`src/rtl/onehot_decoder_seq_if.sv`:
```
// Command/decode bundle for onehot_decoder_seq: handshake inputs plus registered decode outputs.
interface onehot_decoder_seq_if #(
  parameter int unsigned SEL_W = 3
);
  localparam int unsigned N = 2 ** SEL_W;

  logic             in_valid;
  logic             in_ready;
  logic [SEL_W-1:0] in_sel;
  logic [1:0]       in_mode;
  logic [SEL_W-1:0] in_count;
  logic [N-1:0]     out_onehot;
  logic [SEL_W-1:0] out_index;
  logic             out_valid;
  logic             done;

  modport master (
    output in_valid, in_sel, in_mode, in_count,
    input  in_ready, out_onehot, out_index, out_valid, done
  );

  modport slave (
    input  in_valid, in_sel, in_mode, in_count,
    output in_ready, out_onehot, out_index, out_valid, done
  );
endinterface

```
`src/rtl/onehot_decoder_seq.sv`:
```
// Registered one-hot decoder with PULSE / HOLD / SCAN / CLEAR commands over a valid/ready handshake.
module onehot_decoder_seq #(
  parameter int unsigned SEL_W     = 3,
  parameter int unsigned PULSE_LEN = 1
) (
  input logic                clk,
  input logic                rst,
  onehot_decoder_seq_if.slave bus
);
  localparam int unsigned N     = 2 ** SEL_W;
  localparam int unsigned CNT_W = 8;

  localparam logic [1:0] MODE_PULSE = 2'b00;
  localparam logic [1:0] MODE_HOLD  = 2'b01;
  localparam logic [1:0] MODE_SCAN  = 2'b10;

  typedef enum logic [1:0] {IDLE, PULSE, HOLD, SCAN} state_t;

  state_t           state, state_nxt;
  logic [CNT_W-1:0] cnt, cnt_nxt;
  logic [SEL_W-1:0] steps, steps_nxt;
  logic [SEL_W-1:0] index, index_nxt;
  logic             active, active_nxt;
  logic             done_q, done_nxt;
  logic [N-1:0]     onehot;
  logic             accept;

  assign bus.in_ready   = !rst && (state == IDLE || state == HOLD);
  assign accept         = bus.in_valid && bus.in_ready;
  assign bus.out_onehot = onehot;
  assign bus.out_index  = index;
  assign bus.out_valid  = active;
  assign bus.done       = done_q;

  // Next state and next registered outputs; done_nxt flags the last active cycle.
  always_comb begin
    state_nxt  = state;
    cnt_nxt    = cnt;
    steps_nxt  = steps;
    index_nxt  = index;
    active_nxt = active;
    done_nxt   = 1'b0;
    case (state)
      IDLE, HOLD: begin
        if (accept) begin
          case (bus.in_mode)
            MODE_PULSE: begin
              state_nxt  = PULSE;
              index_nxt  = bus.in_sel;
              active_nxt = 1'b1;
              cnt_nxt    = CNT_W'(PULSE_LEN - 1);
              done_nxt   = (PULSE_LEN == 32'd1);
            end
            MODE_HOLD: begin
              state_nxt  = HOLD;
              index_nxt  = bus.in_sel;
              active_nxt = 1'b1;
            end
            MODE_SCAN: begin
              state_nxt  = SCAN;
              index_nxt  = bus.in_sel;
              active_nxt = 1'b1;
              steps_nxt  = bus.in_count;
              done_nxt   = (bus.in_count == '0);
            end
            default: begin
              state_nxt  = IDLE;
              index_nxt  = '0;
              active_nxt = 1'b0;
            end
          endcase
        end
      end
      PULSE: begin
        if (cnt == '0) begin
          state_nxt  = IDLE;
          index_nxt  = '0;
          active_nxt = 1'b0;
        end else begin
          cnt_nxt  = cnt - CNT_W'(1);
          done_nxt = (cnt == CNT_W'(1));
        end
      end
      SCAN: begin
        if (steps == '0) begin
          state_nxt  = IDLE;
          index_nxt  = '0;
          active_nxt = 1'b0;
        end else begin
          // SEL_W-bit add wraps N-1 back to 0
          index_nxt = index + SEL_W'(1);
          steps_nxt = steps - SEL_W'(1);
          done_nxt  = (steps == SEL_W'(1));
        end
      end
      default: begin
        state_nxt  = IDLE;
        index_nxt  = '0;
        active_nxt = 1'b0;
      end
    endcase
  end

  always_ff @(posedge clk or posedge rst) begin
    if (rst) begin
      state  <= IDLE;
      cnt    <= '0;
      steps  <= '0;
      index  <= '0;
      active <= 1'b0;
      done_q <= 1'b0;
      onehot <= '0;
    end else begin
      state  <= state_nxt;
      cnt    <= cnt_nxt;
      steps  <= steps_nxt;
      index  <= index_nxt;
      active <= active_nxt;
      done_q <= done_nxt;
      onehot <= active_nxt ? (N'(1) << index_nxt) : '0;
    end
  end
endmodule
```
`src/flat_wrapper.sv`:
```
// flat-port wrapper written by rule: the top's interface ports become plain ports
module onehot_decoder_seq_flat 
#(
  parameter int unsigned SEL_W     = 3,
  parameter int unsigned PULSE_LEN = 1
)
  (clk, rst, bus_in_valid, bus_in_sel, bus_in_mode, bus_in_count, bus_in_ready, bus_out_onehot, bus_out_index, bus_out_valid, bus_done);
  onehot_decoder_seq_if #(.SEL_W(SEL_W)) bus_i ();
  input logic clk;
  input logic rst;
  input wire logic [$bits(bus_i.in_valid)-1:0] bus_in_valid;
  input wire logic [$bits(bus_i.in_sel)-1:0] bus_in_sel;
  input wire logic [$bits(bus_i.in_mode)-1:0] bus_in_mode;
  input wire logic [$bits(bus_i.in_count)-1:0] bus_in_count;
  output wire logic [$bits(bus_i.in_ready)-1:0] bus_in_ready;
  output wire logic [$bits(bus_i.out_onehot)-1:0] bus_out_onehot;
  output wire logic [$bits(bus_i.out_index)-1:0] bus_out_index;
  output wire logic [$bits(bus_i.out_valid)-1:0] bus_out_valid;
  output wire logic [$bits(bus_i.done)-1:0] bus_done;
  assign bus_i.in_valid = bus_in_valid;
  assign bus_i.in_sel = bus_in_sel;
  assign bus_i.in_mode = bus_in_mode;
  assign bus_i.in_count = bus_in_count;
  assign bus_in_ready = bus_i.in_ready;
  assign bus_out_onehot = bus_i.out_onehot;
  assign bus_out_index = bus_i.out_index;
  assign bus_out_valid = bus_i.out_valid;
  assign bus_done = bus_i.done;
  onehot_decoder_seq #(.SEL_W(SEL_W), .PULSE_LEN(PULSE_LEN)) u_core (.clk(clk), .rst(rst), .bus(bus_i));
endmodule
```
`config.mk`:
```
export PLATFORM = sky130hd
export DESIGN_NAME = onehot_decoder_seq_flat
export DESIGN_NICKNAME = d
export VERILOG_FILES = /design/src/rtl/onehot_decoder_seq_if.sv /design/src/rtl/onehot_decoder_seq.sv /design/src/flat_wrapper.sv
export SDC_FILE = /design/constraint.sdc
export NUM_CORES = 1
export LEC_CHECK = 0
export CAP_MARGIN = 20
export CORE_UTILIZATION = 50
export CTS_CLUSTER_DIAMETER = 40
export DETAILED_ROUTE_END_ITERATION = 12
export PLACE_DENSITY = 0.72
export SYNTH_ARGS = -nofsm -noshare
export SYNTH_HDL_FRONTEND = slang
export SYNTH_SLANG_ARGS = --single-unit
```
`constraint.sdc`:
```
create_clock -name clk -period 4 [get_ports clk]
set_input_delay 0.6 -clock clk [delete_from_list [all_inputs] [get_ports clk]]
set_output_delay 0.6 -clock clk [all_outputs]
set_load 0.005 [all_outputs]
```
# Word level (Yosys, flattened, before mapping)
# Index checks and enable logic that the tools add are counted.
[totals]
wordCells = 70
out_inout_bits = 14
reg_bits = 26
inputBits = 11
[op_classes]
shifts = 1
reduce_logical = 16
add_sub_neg = 3
muxes = 29
n_eq_ne = 14
[op_table]
columns = ["operator", "count"]
rows = [
  ["2-to-1 mux 8 bit", 4],
  ["2-to-1 mux 3 bit", 7],
  ["case mux 8 bit (2 select lines)", 1],
  ["case mux 2 bit (3 select lines)", 2],
  ["case mux 3 bit (3 select lines)", 1],
  ["== test 8 x 1 -> 1 bit, second input constant", 1],
  ["logical NOT 8 bit", 1],
  ["inequality test 2 bit, second input constant", 4],
  ["AND reduction 4 bit", 2],
  ["left shift 1 x 3 -> 8 bit, first input constant", 1],
  ["subtractor 8 x 1 -> 8 bit, second input constant", 1],
  ["2-to-1 mux 1 bit", 7],
  ["== test 2 bit, second input constant", 3],
  ["logical NOT 3 bit", 2],
  ["2-to-1 mux 2 bit", 3],
  ["inequality test 2 x 1 -> 1 bit, second input constant", 3],
  ["case mux 1 bit (3 select lines)", 2],
  ["case mux 3 bit (2 select lines)", 1],
  ["== test 2 x 1 -> 1 bit, second input constant", 2],
  ["logical NOT 2 bit", 2],
  ["nonzero test 2 bit", 2],
  ["adder 3 x 1 -> 3 bit, second input constant", 1],
  ["== test 3 x 1 -> 1 bit, second input constant", 1],
  ["AND reduction 3 bit", 1],
  ["7 further kinds", 8],
]

# Longest topological paths before layout
# Gate-level depths: netlist of run 1.
[depth]
depth_word = 8
depth_mapped = 7
ltp_nobuf = 7

# Worst setup path before layout of run 1
# OpenSTA, ideal clock, no wires.
[synth_timing]
path_type = "reg2reg"
start = "register u_core.cnt[0]"
end = "register u_core.onehot[0] (netlist: u_core.bus.out_onehot[0])"
slack_ns = 2.018
required_ns = 3.899
stages_incl_launch_ff = 8
setup_time_ns = 0.101
arrival_time_ns = 1.882
cell_sequence = "dfrtp_1 inv_1 ha_1 nor3b_1 a21oi_2 a221oi_4 inv_2 nor4_1"
[synth_between]
elab_chain_cells = 5
word_cells_on_any_way = 7
classes_between = "1 x shift; 5 x mux; 1 x reduce/logical"
[synth_rtl]
columns = ["item", "line_no", "text"]
rows = [
  ["start, declared", "onehot_decoder_seq.sv:20", "logic [CNT_W-1:0] cnt, cnt_nxt;"],
  ["start signal, assigned", "onehot_decoder_seq.sv:115", "cnt <= cnt_nxt;"],
  ["logical NOT 8 bit", "onehot_decoder_seq.sv:75", "if (cnt == '0) begin"],
  ["2-to-1 mux 3 bit", "onehot_decoder_seq.sv:75", ""],
  ["case mux 3 bit (3 select lines)", "onehot_decoder_seq.sv:43", "case (state)"],
  ["net u_core.index_nxt[0]", "onehot_decoder_seq.sv:22", "logic [SEL_W-1:0] index, index_nxt;"],
  ["left shift 1 x 3 -> 8 bit", "onehot_decoder_seq.sv:120", "onehot <= active_nxt ? (N'(1) << index_nxt) : '0;"],
  ["2-to-1 mux 8 bit", "onehot_decoder_seq.sv:120", ""],
  ["end signal, assigned", "onehot_decoder_seq.sv:120", ""],
  ["end, declared", "onehot_decoder_seq.sv:25", "logic [N-1:0] onehot;"],
]
# The timed path passes the listed nets, and every way through them passes these cells.
# A chain may end at the register's enable or synchronous reset.

# Final worst setup path of run 1
[layout_timing]
start = "register u_core.cnt[1]"
end = "register u_core.onehot[6] (netlist: u_core.bus.out_onehot[6])"
# Same word-level chain as after synthesis.

==> metrics, run 1 <==
number of gates given a new drive strength after cts=0; final setup vio count=0; outcome=finished clean; Synthesis Warnings=0; max-cap violations=0; Die ar.=around 3200 sq um; worst path required time=4200 ps; vias=between 1000 and 1500; CTS clk-pin slew, worst paths=150 ps; router iterations before antenna repair=4; flip-flop and latch count after synthesis=26; dominant cells by area after synthesis=sky130_fd_sc_hd__dfrtp_1 44%, sky130_fd_sc_hd__ha_1 7.6%, sky130_fd_sc_hd__a221oi_4 5.3%; most instantiated cells after synthesis=26 x sky130_fd_sc_hd__dfrtp_1, 12 x sky130_fd_sc_hd__inv_1, 11 x sky130_fd_sc_hd__nor2_1; number of nets still failing antenna checks after routing=0; number of CTS-inserted buffers=3; final number of hold-violating endpoints=0; effective utilization at floorplan=53.5%; Static Leakage=0.819 nW; wire length of the first global-routing pass=5090 microns; H-tree lvl count=1; share of synthesized area occupied by flip-flops and latches=a little over two fifths; fraction of synthesized cell area taken by the top area cell type=43.7%; fraction of layout instances using a drive strength above 1=12.0%; antenna diode instance count=0; largest net degree at the start of global routing=27; Wirelength per Cell=14.9 microns; number of clock sinks=26; number of enable-type register cells in the synthesized netlist=0; most used flip-flop cell after synthesis=sky130_fd_sc_hd__dfrtp_1; part of the cycle the worst path needs=62.4%; weighted congestion reported at the end of routability-driven placement=0.789; Post-Synthesis Cells=approximately 140; number of core rows=19; Die Wd=56.5 microns; Residual DRC=0; slack of the worst reg-to-reg path=around 1500 ps; violation count after the first detailed-route iteration=55; Net count, final=188; post-CTS setup buffer count=0; category of the worst setup path launch point=flop; arrival time worst endpoint=around 2700 ps; Final Max Tran Viols=0; IO Port Bufs=24; netlist area before placement=1490 sq um; async set-or-reset flop fraction in the synthesized netlist=100%; post-route minimum period=roughly 2500 ps; slew of the pin with the lowest slew margin=689 ps; number of ports placed on the die boundary=25; Hold/Removal Path Class=flop to flop; critical path fanouts, max=7; number of fill cells=around 220; setup slack of the critical path after layout=1500 ps; most frequent cell after synthesis=sky130_fd_sc_hd__dfrtp_1; Slew Limit Headroom=53.9%; unrepaired setup endpoints after global routing=no; worst-case clock buffer depth=2; Post-Place Worst Slack=1310 ps; clock root cell=sky130_fd_sc_hd__clkbuf_4; worst supply voltage drop on vdd=518 uV; leading area contributor after synthesis=sky130_fd_sc_hd__dfrtp_1; Power per Cell Area=696 nW/um^2; mean instance size in the synthesized netlist=~11 sq um; CP Capture Type=flop; initial antenna violation count=0; latest clock arrival within the worst-skew pair=between 300 and 400 ps; number of global-route vias before repair=1099; Net Switching=0.523 mW; fraction of power spent switching nets=roughly two fifths; final worst clock skew=roughly 6.0 ps; CTS tree=built; Clk pwr share=14.2%; number of distinct library cell variants in the gate-level netlist after synthesis=41; all-layer global routing usage=between 20% and 30%; Post-CTS Hold Buffers=0; grt total ovfl=0; highest achievable clock rate=between 400 and 500 MHz; internal power summed over all cells=between 0.7 and 0.8 mW; Std-Cell Core Area=2780 sq um; Fin Setup TNS=0 ps; placed cells=193; Syn-to-layout area delta=23.6%; sum of routed wire length over all layers=2960 microns; sequential power share=37.3%; die boundary height=approximately 57 microns; combinational power share=slightly below 50%; Worst Setup Path Type=flop to flop; Mapped Nets=around 160; detail-routed via count per cell=5.72; post-layout instance count excluding filler cells=between 150 and 200; final HPWL from detailed placement=2230 microns
[cells in the final DEF, fill, tap and decap left out, types with 2 or more instances in the layout]
cell                               n
sky130_fd_sc_hd__inv_1            12
sky130_fd_sc_hd__clkdlybuf4s50_1  24
sky130_fd_sc_hd__xor2_1            3
sky130_fd_sc_hd__nand2b_1          3
sky130_fd_sc_hd__nor2_1           11
sky130_fd_sc_hd__a21oi_1           4
sky130_fd_sc_hd__a211oi_1          5
sky130_fd_sc_hd__and2_1            4
sky130_fd_sc_hd__mux2i_1           2
sky130_fd_sc_hd__a221oi_4          3
sky130_fd_sc_hd__nor3b_1           2
sky130_fd_sc_hd__nand3_1           5
sky130_fd_sc_hd__o21ai_0           4
sky130_fd_sc_hd__ha_1              9
sky130_fd_sc_hd__nor4_1            8
sky130_fd_sc_hd__nor4b_1           2
sky130_fd_sc_hd__nand2_1           7
sky130_fd_sc_hd__clkbuf_4          3
sky130_fd_sc_hd__xnor2_1           2
sky130_fd_sc_hd__dfrtp_1          26
sky130_fd_sc_hd__inv_2             3
sky130_fd_sc_hd__nor3_1            2
sky130_fd_sc_hd__nor2b_1           2
[path summary, 6_finish.rpt]
| kind | start | endpoint | depth (start not counted) |
|---|---|---|---|
| max | u_core.cnt[1]$_DFFE_PP0P_ | u_core.bus.out_onehot[6]$_DFF_PP0_ | 7 |
| min | u_core.state[1]$_DFFE_PP0P_ | u_core.cnt[1]$_DFFE_PP0P_ | 1 |
| max reg2reg | u_core.cnt[1]$_DFFE_PP0P_ | u_core.bus.out_onehot[6]$_DFF_PP0_ | 7 |
| max in group asynchronous | rst | u_core.cnt[5]$_DFFE_PP0P_ | 3 |
| min in group asynchronous | rst | u_core.steps[1]$_DFFE_PP0P_ | 2 |
| min reg2reg | u_core.state[1]$_DFFE_PP0P_ | u_core.cnt[1]$_DFFE_PP0P_ | 1 |
[cell type report]
type / count / area [sq um] / share of cell area [%]
clock buffers: 3 / 22.5 / 1.22
repair buffers: 25 / 268 / 14.6
flip-flops and latches: 26 / 651 / 35.4
inverters: 15 / 56.3 / 3.06
multi-input cells: 97 / 773 / 42.0
clock inverters: 1 / 30.0 / 1.63
well taps: 31 / 38.8 / 2.11
[flip-flops by register name, summed over array words and instances, names as in the netlist]
name	count
u_core.bus.done	1
u_core.state	2
u_core.steps	3
u_core.bus.out_valid	1
u_core.cnt	8
u_core.bus.out_onehot	8
u_core.bus.out_index	3
[worst max-delay path, stage by stage (launching register included)]
cell and delay [ps]:
sky130_fd_sc_hd__dfrtp_1 440, sky130_fd_sc_hd__inv_1 90, sky130_fd_sc_hd__ha_1 270, sky130_fd_sc_hd__nor3b_1 490, sky130_fd_sc_hd__a21oi_2 160, sky130_fd_sc_hd__a221oi_4 430, sky130_fd_sc_hd__inv_2 110, sky130_fd_sc_hd__nor4_1 380
[power by group through the flow]
stage          clock network (mW)  registers [mW]  logic [mW]
3_3_place_gp                    0           0.480       0.597
6_report                    0.182           0.478       0.621
2_1_floorplan                   0           0.454       0.456
3_5_place_dp                    0           0.485       0.615
4_1_cts                     0.189           0.478       0.618
5_1_grt                     0.199           0.496       0.692
[routing by layer]
metal	track usage [%]	share of wire (%)	up-vias
met3	2.76	3.9	2
met4	6.27	0.64	0
met5	0	0	-
met2	30.8	46	22
li1	-	-	562
met1	31.0	49	546
[kinds of logic after synthesis]
kind of cell / count (synthesis) / share of synthesized area (%)
simple gates: 54 / 22.0
compound gates: 26 / 17.3
flops: 26 / 43.7
buf+inv: 16 / 4.29
fa+ha+maj: 9 / 7.57
xor+xnor: 5 / 2.94
mux: 3 / 2.10
[metrics by stage]
step                      total power, mW  utilization (%)  hold slack, ps  cell area, sq um
after detailed placement             1.10             63.2             555              1760
after CTS                            1.29             65.1             577              1810
after global placement               1.08             63.2             535              1760
after floorplan                     0.910                -             488              1490
after global routing                 1.39             66.1             609              1840
final                                1.28             66.1             575              1840
(Power assumes the default switching activity.)
==> run 2: changes to the inputs <==
CORE_UTILIZATION = 47   (was 50)
PLACE_DENSITY = 0.71   (was 0.72)
clock period = 2 ns   (was 4 ns; I/O delays follow)
==> run 2 against run 1 <==
Worst hold slack lost 230 ps; power is 140% higher; sequential share of layout area decreased by 4.7 points; cell count rose by 21%; sequential power up 99%; die area up 6.2%; clock-buffer cell count up 1; via count rose by 11%; utilization grew 4.2 points.
==> metrics, run 2 (synthesized netlist as in run 1, its figures left out) <==
effective utilization at floorplan=49.1% (-4.4 points); number of nets still failing antenna checks after routing=0 (unchanged); violation count after the first detailed-route iteration=38 (-31%); slew of the pin with the lowest slew margin=428 ps (-261 ps); clock root cell=sky130_fd_sc_hd__clkbuf_4; outcome=finished clean; Std-Cell Core Area=3030 sq um (+8.9%); Die ar.=3390 sq um (+6.2%); final number of hold-violating endpoints=0 (unchanged); Die Wd=58.3 microns (+3.0%); latest clock arrival within the worst-skew pair=340 ps (+20 ps); Residual DRC=0 (unchanged); arrival time worst endpoint=2240 ps (-460 ps); grt total ovfl=0 (unchanged); vias=1259 (+11%); Hold/Removal Path Class=primary input to async pin; CP Capture Type=flop; unrepaired setup endpoints after global routing=yes; Power per Cell Area=1440 nW/um^2 (+110%); leading cell type in the layout, fill and taps excluded=sky130_fd_sc_hd__buf_4; antenna diode instance count=0 (unchanged); max-cap violations=0 (unchanged); number of core rows=20 (+1); H-tree lvl count=1 (unchanged); IO Port Bufs=24 (unchanged); weighted congestion reported at the end of routability-driven placement=0.841 (+6.6%); placed cells=229 (+19%); worst supply voltage drop on vdd=1040 uV (+100%); critical path launch point=u_core.cnt[6]$_DFFE_PP0P_; all-layer global routing usage=23.3% (+2.8 points); worst path required time=2240 ps (-1960 ps); highest achievable clock rate=501 MHz (+25%); critical path fanouts, max=5 (-2); beginning of the worst register-to-register path=u_core.cnt[6]$_DFFE_PP0P_; Wirelength per Cell=15.5 microns (+4.1%); Slew Limit Headroom=71.3% (+17 points); Worst Setup Path Type=flop to flop; CTS clk-pin slew, worst paths=150 ps (about the same); largest net degree at the start of global routing=19 (-30%); Post-CTS Hold Buffers=0 (unchanged); part of the cycle the worst path needs=99.9% (+37 points); number of global-route vias before repair=1242 (+13%); fraction of layout instances using a drive strength above 1=32.8% (+21 points); sum of routed wire length over all layers=3710 microns (+26%); number of fill cells=225 (+0.90%); die boundary height=58.3 microns (+3.0%); most used cells in the layout excluding fill and tap cells=28 x sky130_fd_sc_hd__buf_4, 24 x sky130_fd_sc_hd__clkdlybuf4s50_1, 24 x sky130_fd_sc_hd__dfrtp_1, 10 x sky130_fd_sc_hd__nor2_1, 10 x sky130_fd_sc_hd__inv_1; final HPWL from detailed placement=2640 microns (+18%); final setup vio count=0 (unchanged); wire length of the first global-routing pass=5850 microns (+15%); Syn-to-layout area delta=43.2%; router iterations before antenna repair=4 (unchanged); final worst clock skew=9.52 ps (+3.54 ps); post-route minimum period=2000 ps (-501 ps); Final Max Tran Viols=0 (unchanged); CTS tree=built; Static Leakage=0.955 nW (+17%); worst-case clock buffer depth=2 (unchanged); detail-routed via count per cell=5.27 (-7.9%); total chip power=3.07 mW (+140%); initial antenna violation count=0 (unchanged); Fin Setup TNS=0 ps (unchanged); number of CTS-inserted buffers=3 (unchanged); category of the worst setup path launch point=flop; post-layout instance count excluding filler cells=239 (+21%); number of clock sinks=26 (unchanged); Net count, final=216 (+15%); number of ports placed on the die boundary=25 (unchanged)
run 2: repair_timing:
action                                  CTS  global route
buffers inserted                          0             6
pin swaps                                 0             6
endpoints found under the setup margin    3            10
resized for setup                         3            16
run 2: layout make-up:
cell class                 instances  area, sq um  share of cell area, %
sequential                        26          653                   30.7
clock buffer                       4         36.3                   1.70
timing repair buffer              53          470                   22.1
multi-input combinational         97          860                   40.3
inverter                          15         56.3                   2.64
tap                               44         55.1                   2.58
run 2: metrics by stage:
step / utilization [%] / hold WS, ps / instance area [sq um] / worst slack, ps
floorplan: - / 340 / 1490 / 17.5
global placement: 64.8 / 531 / 1960 / -170
detailed placement: 64.8 / 550 / 1960 / -335
CTS: 66.5 / 355 / 2010 / -41.6
global route: 70.4 / 373 / 2130 / -106
finish: 70.4 / 345 / 2130 / 2.98
run 2: worst paths after layout:
check,endpoint,slack [ps],cells after the start
min,u_core.cnt[3]$_DFFE_PP0P_,340,2
max,u_core.bus.out_onehot[0]$_DFF_PP0_,3,6
min in group clk,u_core.steps[0]$_DFFE_PP0P_,580,2
min reg2reg,u_core.steps[0]$_DFFE_PP0P_,580,2
max in group asynchronous,u_core.bus.out_onehot[1]$_DFF_PP0_,1220,3
max reg2reg,u_core.bus.out_onehot[0]$_DFF_PP0_,3,6
run 2: worst max-delay path, stage by stage (launching register included):
cell and delay, ps:
sky130_fd_sc_hd__dfrtp_2 470, sky130_fd_sc_hd__nor4_4 310, sky130_fd_sc_hd__buf_4 180, sky130_fd_sc_hd__a211oi_4 80, sky130_fd_sc_hd__a221oi_4 430, sky130_fd_sc_hd__inv_2 170, sky130_fd_sc_hd__nor4_4 270
run 2: per-layer routing:
| metal | track usage [%] | wire length, microns | up-vias |
|---|---|---|---|
| li1 | - | - | 613 |
| met1 | 27.7 | 1540 | 616 |
| met2 | 42.2 | 1990 | 23 |
| met3 | 2.90 | 108 | 7 |
| met4 | 10.2 | 73 | 0 |
| met5 | 0 | 0 | - |
run 2: power by group:
group	switching, mW	leakage, nW	internal (mW)
combinational	0.912	0.601	0.927
clock	0.170	0.0210	0.112
sequential	0.223	0.333	0.730
total	1.30	0.955	1.77
==> run 3: changes to the inputs <==
ABC_AREA = 1   (was not set)
CORE_UTILIZATION = 48   (was 47)
CTS_BUF_LIST = sky130_fd_sc_hd__clkbuf_8 sky130_fd_sc_hd__clkbuf_16   (was not set)
PLACE_DENSITY = 0.72   (was 0.71)
==> run 3 against run 2 <==
Sequential share of layout area increased by 3.0 points; first-iteration DRC count increased by 89%; sequential cell count unchanged; combinational power decreased by 28%; cell count increased by 9.2%; critical path type is now primary input to output pin; clock-buffer cell count decreased by 1; largest cell class unchanged; critical endpoint is now bus_in_ready; highest routed layer unchanged; die area increased by 3.4%; maximum frequency increased by 14%.
==> metrics, run 3 <==
Hold/Removal Path Class=primary input to async pin; fraction of the mapped netlist area in compound gates=7.48% (-9.8 points); outcome=finished clean; Syn-to-layout area delta=22.8%; Residual DRC=0 (unchanged); router iterations before antenna repair=4 (unchanged); total chip power=2.58 mW (-16%); most used flip-flop cell after synthesis=sky130_fd_sc_hd__dfrtp_1; final number of hold-violating endpoints=0 (unchanged); all-layer global routing usage=21.5% (-1.8 points); Static Leakage=0.974 nW (+2.0%); fraction of synthesized cell area taken by the top area cell type=41.4% (-2.4 points); violation count after the first detailed-route iteration=72 (+89%); simple-gate area share of the yosys netlist=34.0% (+12 points); vias=1316 (+4.5%); Slew Limit Headroom=78.3% (+6.9 points); final worst clock skew=8.54 ps (-0.982 ps); final setup vio count=0 (unchanged); max-cap violations=0 (unchanged); mean instance size in the synthesized netlist=8.32 sq um (-22%); antenna diode instance count=0 (unchanged); number of nets still failing antenna checks after routing=0 (unchanged); CTS tree=built; Synth Area in Adders=7.16% (-0.41 points); number of distinct library cell variants in the gate-level netlist after synthesis=27 (-34%); Synthesis Warnings=0 (unchanged); detail-routed via count per cell=5.04 (-4.3%); arrival time worst endpoint=1450 ps (-790 ps); largest net degree at the start of global routing=27 (+8); CP Capture Type=output pin; Wirelength per Cell=12.6 microns (-19%); netlist area before placement=1570 sq um (+5.7%); Die ar.=3510 sq um (+3.4%); CTS clk-pin slew, worst paths=90 ps (-60 ps); Net count, final=238 (+10%); Post-CTS Hold Buffers=0 (unchanged); number of clock sinks=26 (unchanged); Net Switching=1.11 mW (-15%); effective utilization at floorplan=51.1% (+2.0 points); highest achievable clock rate=573 MHz (+14%); wire length of the first global-routing pass=5640 microns (-3.5%); number of gates given a new drive strength after cts=0 (-3); number of core rows=20 (unchanged); worst supply voltage drop on vdd=760 uV (-27%); final HPWL from detailed placement=2590 microns (-1.9%); leading area contributor after synthesis=sky130_fd_sc_hd__dfrtp_1; Worst Setup Path Type=primary input to output pin; clock root cell=sky130_fd_sc_hd__clkbuf_8; number of ports placed on the die boundary=25 (unchanged); unrepaired setup endpoints after global routing=no; Mapped Nets=209 (+31%); most frequent cell after synthesis=sky130_fd_sc_hd__nand2_1; combinational power share=51.4% (-8.4 points); post-CTS setup buffer count=0 (unchanged); critical path fanouts, max=4 (-1); Die Wd=59.2 microns (+1.7%); slew of the pin with the lowest slew margin=326 ps (-102 ps); number of enable-type register cells in the synthesized netlist=0 (unchanged); number of fill cells=278 (+24%); category of the worst setup path launch point=primary input; sequential power share=32.0% (+1.0 points); async set-or-reset flop fraction in the synthesized netlist=100% (unchanged); dominant cells by area after synthesis=sky130_fd_sc_hd__dfrtp_1 41%, sky130_fd_sc_hd__nand2_1 7.9%, sky130_fd_sc_hd__ha_1 7.2%; worst path required time=1700 ps (-540 ps); Power per Cell Area=1330 nW/um^2 (-7.6%); internal power summed over all cells=1.46 mW (-17%); post-route minimum period=1750 ps (-251 ps); Std-Cell Core Area=3080 sq um (+1.7%); fraction of power spent switching nets=43.1% (+0.69 points); Clk pwr share=16.6% (+7.4 points); sum of routed wire length over all layers=3290 microns (-11%); share of synthesized area spent on multiplexers=0% (-2.1 points); most instantiated cells after synthesis=33 x sky130_fd_sc_hd__nand2_1, 26 x sky130_fd_sc_hd__dfrtp_1, 23 x sky130_fd_sc_hd__inv_1; grt total ovfl=0 (unchanged); share of synthesized area occupied by flip-flops and latches=41.4% (-2.4 points); Final Max Tran Viols=0 (unchanged); weighted congestion reported at the end of routability-driven placement=0.769 (-8.5%); number of global-route vias before repair=1308 (+5.3%); main combinational cell family by area after synthesis=simple AND/OR/NAND/NOR gates; number of CTS-inserted buffers=3 (unchanged); latest clock arrival within the worst-skew pair=270 ps (-70 ps); part of the cycle the worst path needs=87.3% (-13 points); H-tree lvl count=1 (unchanged); die boundary height=59.2 microns (+1.7%); flip-flop and latch count after synthesis=26 (unchanged); xor and xnor area share after synthesis=1.67% (-1.3 points); initial antenna violation count=0 (unchanged); worst-case clock buffer depth=2 (unchanged); most used cells in the layout excluding fill and tap cells=33 x sky130_fd_sc_hd__nand2_1, 26 x sky130_fd_sc_hd__dfrtp_1, 24 x sky130_fd_sc_hd__clkdlybuf4s50_1, 23 x sky130_fd_sc_hd__inv_1, 21 x sky130_fd_sc_hd__nor2_1; Post-Synthesis Cells=189 (+36%); fraction of layout instances using a drive strength above 1=16.6% (-16 points); Fin Setup TNS=0 ps (unchanged); leading cell type in the layout, fill and taps excluded=sky130_fd_sc_hd__nand2_1; IO Port Bufs=24 (unchanged)
==> run 3: cell count changes in the layout (fill, tap and decap cells not counted), sizes merged, moves of 7 or more <==
cell,before,now
nand2,7,42
nand4,0,7
inv,15,27
nand3,5,17
buf,29,2
nor4,9,0
o21ai,4,16
nor2,11,31
==> run 3: worst max-delay path: stages <==
cell	delay, ps
sky130_fd_sc_hd__clkdlybuf4s50_1	460
sky130_fd_sc_hd__nor2_4	160
sky130_fd_sc_hd__clkdlybuf4s50_1	530
==> run 3: power by group through the flow <==
stage | Sequential [mW] | Combinational (mW) | Clock [mW]
final | 0.824 | 1.32 | 0.428
after global routing | 0.841 | 1.50 | 0.460
after CTS | 0.822 | 1.33 | 0.439
after detailed placement | 0.830 | 1.32 | 0
after global placement | 0.827 | 1.25 | 0
after floorplan | 0.819 | 0.940 | 0
==> run 3: final cells by class <==
type / count / area [sq um] / area share, %
clock inverters: 1 / 30.0 / 1.55
flip-flops and latches: 26 / 651 / 33.7
clock buffers: 3 / 41.3 / 2.14
repair buffers: 26 / 255 / 13.2
multi-input cells: 133 / 791 / 40.9
inverters: 28 / 109 / 5.63
well taps: 44 / 55.1 / 2.85
==> run 3: layer usage <==
| layer | global-route usage [%] | vias to the layer above | routed length, microns |
|---|---|---|---|
| met2 | 38.4 | 27 | 1710 |
| met5 | 0 | - | 0 |
| met1 | 26.6 | 620 | 1480 |
| met4 | 6.80 | 0 | 33 |
| met3 | 2.84 | 4 | 74 |
| li1 | - | 665 | - |
==> run 3: logic make-up (layout without fill, tap and decap cells) <==
group | Yosys count | after routing
AOI/OAI and AO/OA | 21 | 21
and+or+nand+nor | 100 | 100
adders and majority gates | 9 | 9
xor gates and xnor gates | 3 | 3
buffers and inverters | 30 | 58
DFF | 26 | 26
==> run 3: worst paths after layout <==
| check | start | to | slack [ps] | cells past startpoint |
|---|---|---|---|---|
| setup reg to reg | u_core.cnt[1]$_DFFE_PP0P_ | u_core.cnt[1]$_DFFE_PP0P_ | 270 | 9 |
| hold reg to reg | u_core.cnt[7]$_DFFE_PP0P_ | u_core.cnt[7]$_DFFE_PP0P_ | 580 | 2 |
| min in group clk | u_core.cnt[7]$_DFFE_PP0P_ | u_core.cnt[7]$_DFFE_PP0P_ | 580 | 2 |
| setup / recovery | rst | bus_in_ready | 250 | 3 |
| max in group asynchronous | rst | u_core.cnt[4]$_DFFE_PP0P_ | 1280 | 3 |
| hold / removal | rst | u_core.bus.out_index[0]$_DFF_PP0_ | 470 | 3 |
==> run 3: through the flow <==
stage	cell area (sq um)	utilization [%]	hold WS, ps	setup slack, ps	std cells
floorplan	1570	-	340	457	189
global placement	1860	60.4	554	266	257
detailed placement	1860	60.4	569	206	257
CTS	1930	62.8	481	252	261
global route	1930	62.8	525	94.7	261
finish	1930	62.8	474	254	261
